$ cat config.mk
export PLATFORM = sky130hd
export DESIGN_NAME = ifetch_buffer
export DESIGN_NICKNAME = d
export VERILOG_FILES = /design/src/rtl/ifetch_buffer.sv
export SDC_FILE = /design/constraint.sdc
export NUM_CORES = 1
export LEC_CHECK = 0
export CORE_UTILIZATION = 30
export CTS_BUF_LIST = sky130_fd_sc_hd__clkbuf_16
export DETAILED_ROUTE_END_ITERATION = 8
export GPL_TIMING_DRIVEN = 0
export HOLD_SLACK_MARGIN = 0.15
export RECOVER_POWER = 50
export SLEW_MARGIN = 20
export SYNTH_ARGS = -nofsm -noshare
export SYNTH_HDL_FRONTEND = slang
export SYNTH_SLANG_ARGS = --single-unit
$ cat constraint.sdc
create_clock -name clk -period 8.5 [get_ports clk]
set_clock_uncertainty 0.15 [all_clocks]
set_input_delay 0.85 -clock clk [delete_from_list [all_inputs] [get_ports clk]]
set_output_delay 0.85 -clock clk [all_outputs]
set_load 0.05 [all_outputs]
$ cat src/rtl/ifetch_buffer.sv
// Instruction fetch buffer: a DEPTH-entry circular queue of {pc, instr} pairs
// between the IFU and decode, with first-word fall-through output and a near-full stall.
module ifetch_buffer #(
    parameter int DEPTH  = 4,
    parameter int DATA_W = 32,
    parameter int ADDR_W = 32
) (
    input  logic                     clk,
    input  logic                     rst,
    input  logic [DATA_W-1:0]        fetch_instr,
    input  logic [ADDR_W-1:0]        fetch_pc,
    input  logic                     fetch_complete,
    input  logic                     flush,
    input  logic                     dec_ready,
    output logic                     dec_valid,
    output logic [DATA_W-1:0]        dec_instr,
    output logic [ADDR_W-1:0]        dec_pc,
    output logic                     stall_req,
    output logic [$clog2(DEPTH):0]   occupancy,
    output logic                     overflow_err
);

    localparam int PTR_W = $clog2(DEPTH);
    localparam int CNT_W = PTR_W + 1;

    // Handshake: a head entry transfers to decode on a rising edge where
    // dec_valid && dec_ready; dec_valid never depends on dec_ready.

    logic [DATA_W-1:0] instr_mem_q [DEPTH];
    logic [ADDR_W-1:0] pc_mem_q    [DEPTH];

    logic [PTR_W-1:0] wr_ptr_q, wr_ptr_d;
    logic [PTR_W-1:0] rd_ptr_q, rd_ptr_d;
    logic [CNT_W-1:0] count_q,  count_d;
    logic             stall_q,  stall_d;
    logic             ovf_q,    ovf_d;

    logic full, push_en, pop_en;

    always_comb begin
        full     = (count_q == CNT_W'(DEPTH));
        pop_en   = (count_q != '0) && dec_ready && !flush;
        push_en  = fetch_complete && !full && !flush;
        wr_ptr_d = wr_ptr_q;
        rd_ptr_d = rd_ptr_q;
        count_d  = count_q;
        ovf_d    = ovf_q;
        if (flush) begin
            wr_ptr_d = '0;
            rd_ptr_d = '0;
            count_d  = '0;
        end else begin
            // A full queue rejects the push even when a pop frees a slot this cycle.
            if (fetch_complete && full) begin
                ovf_d = 1'b1;
            end
            if (push_en) begin
                wr_ptr_d = wr_ptr_q + PTR_W'(1);
            end
            if (pop_en) begin
                rd_ptr_d = rd_ptr_q + PTR_W'(1);
            end
            count_d = count_q + CNT_W'(push_en) - CNT_W'(pop_en);
        end
        stall_d = (count_d >= CNT_W'(DEPTH - 1));
    end

    always_ff @(posedge clk or negedge rst) begin
        if (!rst) begin
            wr_ptr_q <= '0;
            rd_ptr_q <= '0;
            count_q  <= '0;
            stall_q  <= 1'b0;
            ovf_q    <= 1'b0;
        end else begin
            wr_ptr_q <= wr_ptr_d;
            rd_ptr_q <= rd_ptr_d;
            count_q  <= count_d;
            stall_q  <= stall_d;
            ovf_q    <= ovf_d;
        end
    end

    // Storage is never read while empty, so it needs no reset.
    always_ff @(posedge clk) begin
        if (push_en) begin
            instr_mem_q[wr_ptr_q] <= fetch_instr;
            pc_mem_q[wr_ptr_q]    <= fetch_pc;
        end
    end

    always_comb begin
        dec_valid    = (count_q != '0);
        dec_instr    = dec_valid ? instr_mem_q[rd_ptr_q] : '0;
        dec_pc       = dec_valid ? pc_mem_q[rd_ptr_q] : '0;
        stall_req    = stall_q;
        occupancy    = count_q;
        overflow_err = ovf_q;
    end

endmodule
==> results of run 1 <==
==> cells in the mapped netlist <==
cell	number	area, sq um
a21oi_1	1	5.00
edfxtp_1	256	7690
o21ai_0	1	5.00
fa_1	1	20.0
o31ai_1	1	7.51
ha_1	6	75.1
nor2b_1	1	6.26
xnor3_1	1	22.5
mux4_2	64	1440
nor3_1	1	5.00
and2_1	68	425
buf_6	5	56.3
or3_1	2	12.5
a21o_1	1	7.51
nor3b_1	1	7.51
dfrtp_1	9	225
mux2i_1	1	10.0
inv_1	7	26.3
a31o_2	1	8.76
buf_2	8	40.0
nor2_1	6	22.5
o311ai_0	1	8.76
nand2_1	2	7.51
xor2_1	2	17.5
clkbuf_1	9	33.8
==> metrics by stage <==
stage	power (mW)	instance area (sq um)	setup WS (ns)
2_1_floorplan	2.64	10200	5.02
3_3_place_gp	3.18	12100	3.16
3_5_place_dp	3.20	12200	4.73
4_1_cts	4.34	13100	4.14
5_1_grt	4.45	13100	3.29
6_report	4.25	13100	3.67
==> cells by family (layout without fill, tap and decap cells) <==
family | Yosys count | in the layout | synth area share
AOI/OAI and AO/OA | 6 | 6 | 0.00418
xor gates and xnor gates | 3 | 3 | 0.00393
adders and majority gates | 7 | 7 | 0.00934
buffers and inverters | 29 | 223 | 0.0154
DFF | 265 | 265 | 0.777
muxes | 65 | 65 | 0.143
other | 0 | 1 | 0
and+or+nand+nor | 81 | 81 | 0.0478
==> metal layers <==
layer / up-vias / track usage
li1: 2202 / -
met1: 2513 / 0.160
met2: 137 / 0.207
met3: 36 / 0.0292
met4: 0 / 0.0331
met5: - / 0
==> final cells by class <==
| cell class | instances | area (sq um) |
|---|---|---|
| Inverter | 7 | 26.3 |
| Antenna cell | 1 | 2.50 |
| Fill cell | 3021 | 20400 |
| Clock inverter | 24 | 136 |
| Sequential cell | 265 | 7910 |
| Tap cell | 448 | 561 |
| Timing Repair Buffer | 141 | 1470 |
| Buffer | 22 | 115 |
| Multi-Input combinational cell | 162 | 2120 |
| Clock buffer | 29 | 726 |
==> critical path, cell delays in order, from the launching register on <==
cell and delay (ns):
dfrtp_1 0.41, clkbuf_1 0.69, clkbuf_1 0.71, mux4_2 0.60, and2_1 0.18, clkdlybuf4s50_1 0.70
==> power by group <==
group | total (mW) | internal (mW) | switching (mW)
Sequential | 1.54 | 1.51 | 0.0257
Combinational | 1.59 | 0.595 | 0.993
Clock | 1.12 | 0.645 | 0.480
==> state kept, by name (all words and copies together) (netlist names) <==
signal and count:
instr_mem_q 128, overflow_err 1, wr_ptr_q 2, occupancy 3, stall_req 1, rd_ptr_q 2, pc_mem_q 128
==> worst max path at each step <==
stage                                        from                          end  slack, ns
after floorplan                             flush  instr_mem_q[0][0]$_DFFE_PP_       5.02
after global placement             fetch_complete     pc_mem_q[0][2]$_DFFE_PP_       3.16
after detailed placement   occupancy[1]$_DFF_PN0_                 dec_instr[8]       4.73
after CTS                  occupancy[1]$_DFF_PN0_                 dec_instr[8]       4.14
after global routing      rd_ptr_q[0]$_DFFE_PN0P_                   dec_pc[25]       3.29
final                     rd_ptr_q[0]$_DFFE_PN0P_                   dec_pc[25]       3.67
==> flow_summary.yaml, run 1 <==
status:
  status: "finished, violations left"
  violations: "capacitance limit, slew limit"
finish:
  final_cell_mix: "edfxtp_1 (256), clkdlybuf4s50_1 (71), dlygate4sd3_1 (66)"
  layout_commonest_cell: "edfxtp_1"
  drive_above_1_share: 0.183
  fin_nets: 704
  final_core_util: 0.391
  finalNonFillerCells: 1099
  syn2layout_area_growth_pct: 28.3
critical_path:
  r2r_start: "occupancy[1]$_DFF_PN0_"
  reg2reg_depth: 4
  rr_endpoint: "instr_mem_q[3][25]$_DFFE_PP_"
  critPathLaunchType: "flop"
  worstPathRequired_ns: 7.50
  critPathArrivalTime_ns: 3.83
  crit_type: "reg -> out"
  worst_setup_path_end_kind: "primary output"
  worstPathMaxFanout: 10
  r2r_setup_slack_ns: 4.73
job:
  drv_cap: 3
placed_design:
  hpwl_microns: 12900
  place.gp.congestion: 0.747
  portBuffers: 137
  numPlacedInstances: 1045
route:
  dr.pass1.iters: 4
  top_layer: "met4"
  wl_met3_microns: 1210
  initialDrtViolationCount: 182
  vias: 4888
  wl_met2_microns: 10300
  met1Wirelength_microns: 8930
  vias_per_cell: 4.45
  antenna_left: 0
  drc: 0
  finalWirelength_microns: 20900
  wire_per_inst_microns: 19.0
synth:
  synth-seq-cells: 265
  yosysWarnings: 0
  syn_inst: 456
  syn_area_sq_um: 10200
  ys_types: 25
  syn-mean-instance-area_sq_um: 22.3
  synth_nets: 532
  ys_seq_area_frac: 0.777
hold_path:
  holdPathStages: 1
  hp-class: "reg -> reg"
  holdPathEnd: "overflow_err$_DFFE_PN0P_"
  hp-start: "overflow_err$_DFFE_PN0P_"
die:
  row_count: 67
  die_area_sq_um: 34700
  initial_utilization: 0.304
  die_h_microns: 186
  io_pins: 139
  core_area_sq_um: 33400
  die_x_microns: 186
sta:
  finalHoldViolCount: 0
  fin_crit_sh: 0.569
  whs_ns: 0.325
  tightest_slew_ns: 2.42
  setup_tns_ns: 0
  setup_viol: 0
  max_slew_margin: -0.615
  rsz0062_at_grt: "false"
  slew_violations: 78
  fin_crit_ns: 4.83
  clock.fmax_ghz: 0.207
clocking:
  tritoncts: "yes"
  post_cts_buffers: 0
  h-tree-depth: 1
  worstSkewPairLatency_ns: 0.54
  cts-resized-gates: 0
  cts_made_buffers: 29
  cts_hold_buffers: 0
  path_clk_slew_ns: 0.06
  root_buffer: "clkbuf_16"
  cts_buffer_depth: 3
  clock-sinks: 265
power:
  p_leak_nw: 4.20
  peakVddDrop_mv: 0.194
  p_per_area_nw_per_um2: 325
global_routing:
  grt_max_degree: 42
  antenna_found_initial: 2
  grt_overflow_total: 0
  grt_first_pass_wirelength_microns: 31700
  grt_pass1_vias: 5405
  grt_use_total: 0.123
No activity file was read; power rests on OpenSTA's default activity.
==> run 2: changes to the inputs <==
Clock period 8.5 ns to 4.4 ns, I/O delays scaled along.
==> flow_summary.yaml, run 2 (same netlist as run 1, synthesis figures left out) <==
route:
  antenna_left: 0
  dr.pass1.iters: 4
  finalWirelength_microns: 20900
  vias: 4893
  vias_per_cell: 4.44
  wire_per_inst_microns: 19.0
  drc: 0
  initialDrtViolationCount: 174
global_routing:
  grt_overflow_total: 0
  antenna_found_initial: 2
  grt_first_pass_wirelength_microns: 31800
  grt_pass1_vias: 5417
  grt_use_total: 0.123
  grt_max_degree: 42
die:
  core_area_sq_um: 33400
  row_count: 67
  die_h_microns: 186
  io_pins: 139
  die_x_microns: 186
  initial_utilization: 0.304
  die_area_sq_um: 34700
sta:
  max_slew_margin: -0.614
  fin_crit_ns: 3.93
  setup_viol: 0
  finalHoldViolCount: 0
  tightest_slew_ns: 2.42
  setup_tns_ns: 0
  slew_violations: 78
  rsz0062_at_grt: "false"
  fin_crit_sh: 0.892
  clock.fmax_ghz: 0.255
critical_path:
  worst_setup_path_end_kind: "primary output"
  cpLargestDelayFamily: "buffers and inverters"
  path_buf_inv: 3
  worstPathMaxFanout: 10
  critPathArrivalTime_ns: 3.34
  r2r_setup_slack_ns: 0.63
  worstPathRequired_ns: 3.81
  reg2reg_depth: 4
  rr_endpoint: "instr_mem_q[3][25]$_DFFE_PP_"
  crit_type: "reg -> out"
  crit_path_cell_trace: "buf_6, clkbuf_1, mux4_2, and2_1, clkdlybuf4s50_1"
  critPathSlowestCell: "clkdlybuf4s50_1"
  r2r_start: "occupancy[1]$_DFF_PN0_"
  cpPeakStageDelay_ns: 0.70
  critPathLaunchType: "flop"
clocking:
  tritoncts: "yes"
  cts_made_buffers: 29
  root_buffer: "clkbuf_16"
  clock-sinks: 265
  cts_buffer_depth: 3
  worstSkewPairLatency_ns: 0.54
  path_clk_slew_ns: 0.06
  h-tree-depth: 1
  post_cts_buffers: 0
hold_path:
  holdPathStages: 1
  hp-class: "reg -> reg"
  holdPathEnd: "overflow_err$_DFFE_PN0P_"
  hp-start: "overflow_err$_DFFE_PN0P_"
power:
  sw_frac_of_total: 0.352
  p_per_area_nw_per_um2: 627
  p_seq_frac: 0.361
  p_switching_mw: 2.89
  p_leak_nw: 4.22
  peakVddDrop_mv: 0.376
  power_frac_clock: 0.264
  p_total_mw: 8.21
  cell_internal_pwr_mw: 5.32
  combPwrFrac: 0.374
finish:
  fin_nets: 706
  layout_commonest_cell: "edfxtp_1"
  syn2layout_area_growth_pct: 28.6
  fillers: 3019
  drive_above_1_share: 0.184
  final_cell_mix: "edfxtp_1 (256), clkdlybuf4s50_1 (70), dlygate4sd3_1 (69)"
  final_core_util: 0.392
placed_design:
  place.gp.congestion: 0.747
  portBuffers: 137
  hpwl_microns: 12900
status:
  violations: "capacitance limit, slew limit"
  status: "finished, violations left"
job:
  drv_cap: 3
## run 2: per-stage QoR
stage                     cell area [sq um]  hold WS (ns)  setup WS, ns  cells
final                                 13100         0.319         0.474   1101
after global routing                  13100         0.348         0.226   1100
after CTS                             13100         0.331         0.453   1100
after detailed placement              12200         0.312          1.04   1045
after global placement                12100         0.323        -0.528   1041
after floorplan                       10200      -0.00559          1.06    456
## run 2: worst max-delay path by stage
| stage | startpoint | endpoint | slack (ns) | cells past startpoint |
|---|---|---|---|---|
| global route | rd_ptr_q[0]$_DFFE_PN0P_ | dec_pc[25] | 0.23 | 5 |
| detailed placement | occupancy[1]$_DFF_PN0_ | dec_instr[8] | 1.04 | 5 |
| finish | rd_ptr_q[0]$_DFFE_PN0P_ | dec_pc[25] | 0.47 | 5 |
| CTS | occupancy[1]$_DFF_PN0_ | dec_instr[8] | 0.45 | 5 |
| floorplan | occupancy[1]$_DFF_PN0_ | instr_mem_q[0][0]$_DFFE_PP_ | 1.06 | 3 |
| global placement | fetch_complete | pc_mem_q[0][2]$_DFFE_PP_ | -0.53 | 4 |
## run 2: timing repair
| item | in CTS | in global routing |
|---|---|---|
| resized for setup | 0 | 0 |
| hold buffers | 2 | 0 |
| hold endpoints to repair | 14 | 0 |
## run 2: power groups by stage
stage,clock network (mW),registers (mW),logic [mW]
floorplan,0,3.07,2.04
global placement,0,3.02,3.12
detailed placement,0,3.02,3.15
CTS,2.25,2.97,3.16
global route,2.34,2.98,3.27
finish,2.17,2.97,3.07
## run 2: cell type report
| class | count | area [sq um] | share of cell area |
|---|---|---|---|
| diodes | 1 | 2.50 | 0.000191 |
| plain buffers | 22 | 123 | 0.00936 |
| clock buffers | 29 | 726 | 0.0554 |
| clock inverters | 24 | 136 | 0.0104 |
| inverters | 7 | 26.3 | 0.00201 |
| multi-input cells | 162 | 2120 | 0.162 |
| flip-flops and latches | 265 | 7910 | 0.604 |
| well taps | 448 | 561 | 0.0428 |
| repair buffers | 143 | 1490 | 0.114 |
## run 2: routing by layer
metal	vias to the layer above	part of all wire	GRT usage
met4	0	0.024	0.0331
met5	-	0	0
met2	129	0.49	0.207
met3	36	0.056	0.0292
li1	2206	-	-
met1	2522	0.43	0.160
==> run 3: changes to the inputs <==
Settings changed: CORE_ASPECT_RATIO set to 2, SETUP_SLACK_MARGIN set to 0.4.
==> flow_summary.yaml, run 3 (same netlist as run 1, synthesis figures left out) <==
sta:
  fin_crit_ns: 3.57
  setup_viol: 0
  finalWorstSetupSlack_ns: 0.834
  clock.fmax_ghz: 0.280
  fin_crit_sh: 0.810
  slew_violations: 96
  setup_tns_ns: 0
  tightest_slew_ns: 2.06
  rsz0062_at_grt: "false"
  max_slew_margin: -0.371
  finalHoldViolCount: 0
power:
  p_per_area_nw_per_um2: 622
  p_leak_nw: 4.17
  peakVddDrop_mv: 0.382
finish:
  syn2layout_area_growth_pct: 27.7
  final_core_util: 0.388
  fillers: 3068
  layout_commonest_cell: "edfxtp_1"
  fin_nets: 701
  seq_area_sq_um: 7910
  final_cell_mix: "edfxtp_1 (256), clkdlybuf4s50_1 (70), dlygate4sd3_1 (69)"
  multi_input_area_sq_um: 2120
  drive_above_1_share: 0.184
route:
  antenna_left: 0
  dr.pass1.iters: 4
  top_layer: "met5"
  finalWirelength_microns: 21400
  initialDrtViolationCount: 189
  vias_per_cell: 4.54
  drc: 0
  wire_per_inst_microns: 19.8
  met1Wirelength_microns: 7370
  vias: 4898
  wl_met3_microns: 763
  wl_met2_microns: 12600
critical_path:
  critPathArrivalTime_ns: 2.98
  crit_type: "reg -> out"
  worstPathMaxFanout: 10
  worst_setup_path_end_kind: "primary output"
  critPathLaunchType: "flop"
  worstPathRequired_ns: 3.81
clocking:
  worstSkewPairLatency_ns: 0.53
  tritoncts: "yes"
  h-tree-depth: 1
  clock-sinks: 265
  cts_buffer_depth: 3
  cts_made_buffers: 24
  path_clk_slew_ns: 0.07
  root_buffer: "clkbuf_16"
  post_cts_buffers: 0
status:
  violations: "capacitance limit, slew limit"
  status: "finished, violations left"
global_routing:
  grt_pass1_vias: 5614
  grt_first_pass_wirelength_microns: 32700
  grt_use_total: 0.126
  antenna_found_initial: 4
  grt_max_degree: 42
  grt_overflow_total: 0
placed_design:
  dp_worst_setup_slack_ns: 1.03
  place.gp.congestion: 0.713
  hpwl_microns: 14100
  portBuffers: 137
die:
  die_area_sq_um: 34700
  io_pins: 139
  row_count: 95
  initial_utilization: 0.304
  die_h_microns: 263
  core_area_sq_um: 33500
  die_x_microns: 132
hold_path:
  hp-class: "reg -> reg"
job:
  drv_cap: 4
==> run 3: worst max-delay path, cell delays in order (launching register included) <==
cell and delay (ns):
dfrtp_1 0.51, or3_1 0.20, clkbuf_2 0.27, clkbuf_1 0.40, and2_1 0.24, clkdlybuf4s50_1 0.82
==> run 3: path summary, 6_finish.rpt <==
check | from | endpoint | slack (ns) | cells after the start
setup reg to reg | occupancy[1]$_DFF_PN0_ | pc_mem_q[3][9]$_DFFE_PP_ | 0.94 | 4
hold reg to reg | overflow_err$_DFFE_PN0P_ | overflow_err$_DFFE_PN0P_ | 0.32 | 1
hold / removal | overflow_err$_DFFE_PN0P_ | overflow_err$_DFFE_PN0P_ | 0.32 | 1
min in group asynchronous | rst | overflow_err$_DFFE_PN0P_ | 0.67 | 2
setup / recovery | occupancy[1]$_DFF_PN0_ | dec_pc[3] | 0.83 | 5
max in group asynchronous | rst | rd_ptr_q[0]$_DFFE_PN0P_ | 3.13 | 2
==> run 3: area by class of cell <==
class                      count  area share
timing repair buffer         143       0.115
antenna                        1    0.000192
tap                          436      0.0419
clock inverter                19      0.0114
inverter                       7     0.00202
sequential                   265       0.608
clock buffer                  25      0.0481
buffer                        22      0.0101
multi-input combinational    162       0.163
==> run 3: routing by layer <==
metal | vias to the layer above | GRT usage
met5 | - | 0
met4 | 4 | 0.0500
met3 | 38 | 0.0195
met2 | 101 | 0.256
met1 | 2573 | 0.122
li1 | 2182 | -
==> run 3: through the flow <==
step / area (sq um) / power [mW] / cells / hold slack, ns
detailed placement: 12200 / 6.19 / 1033 / 0.317
global placement: 12100 / 6.15 / 1029 / 0.308
floorplan: 10200 / 5.11 / 456 / -0.00559
finish: 13000 / 8.09 / 1080 / 0.323
CTS: 13000 / 8.26 / 1079 / 0.338
global route: 13000 / 8.43 / 1080 / 0.364
==> run 3: power by group <==
| part | switching, mW | internal [mW] | total, mW |
|---|---|---|---|
| Sequential | 0.0496 | 2.92 | 2.96 |
| Combinational | 1.93 | 1.16 | 3.09 |
| Clock | 0.885 | 1.15 | 2.04 |
| Total | 2.86 | 5.23 | 8.09 |
==> run 3: timing repair <==
action | in CTS | in global routing
resized for setup | 0 | 2
hold buffers | 2 | 0
setup endpoints to repair | 0 | 3
hold endpoints to repair | 14 | 0
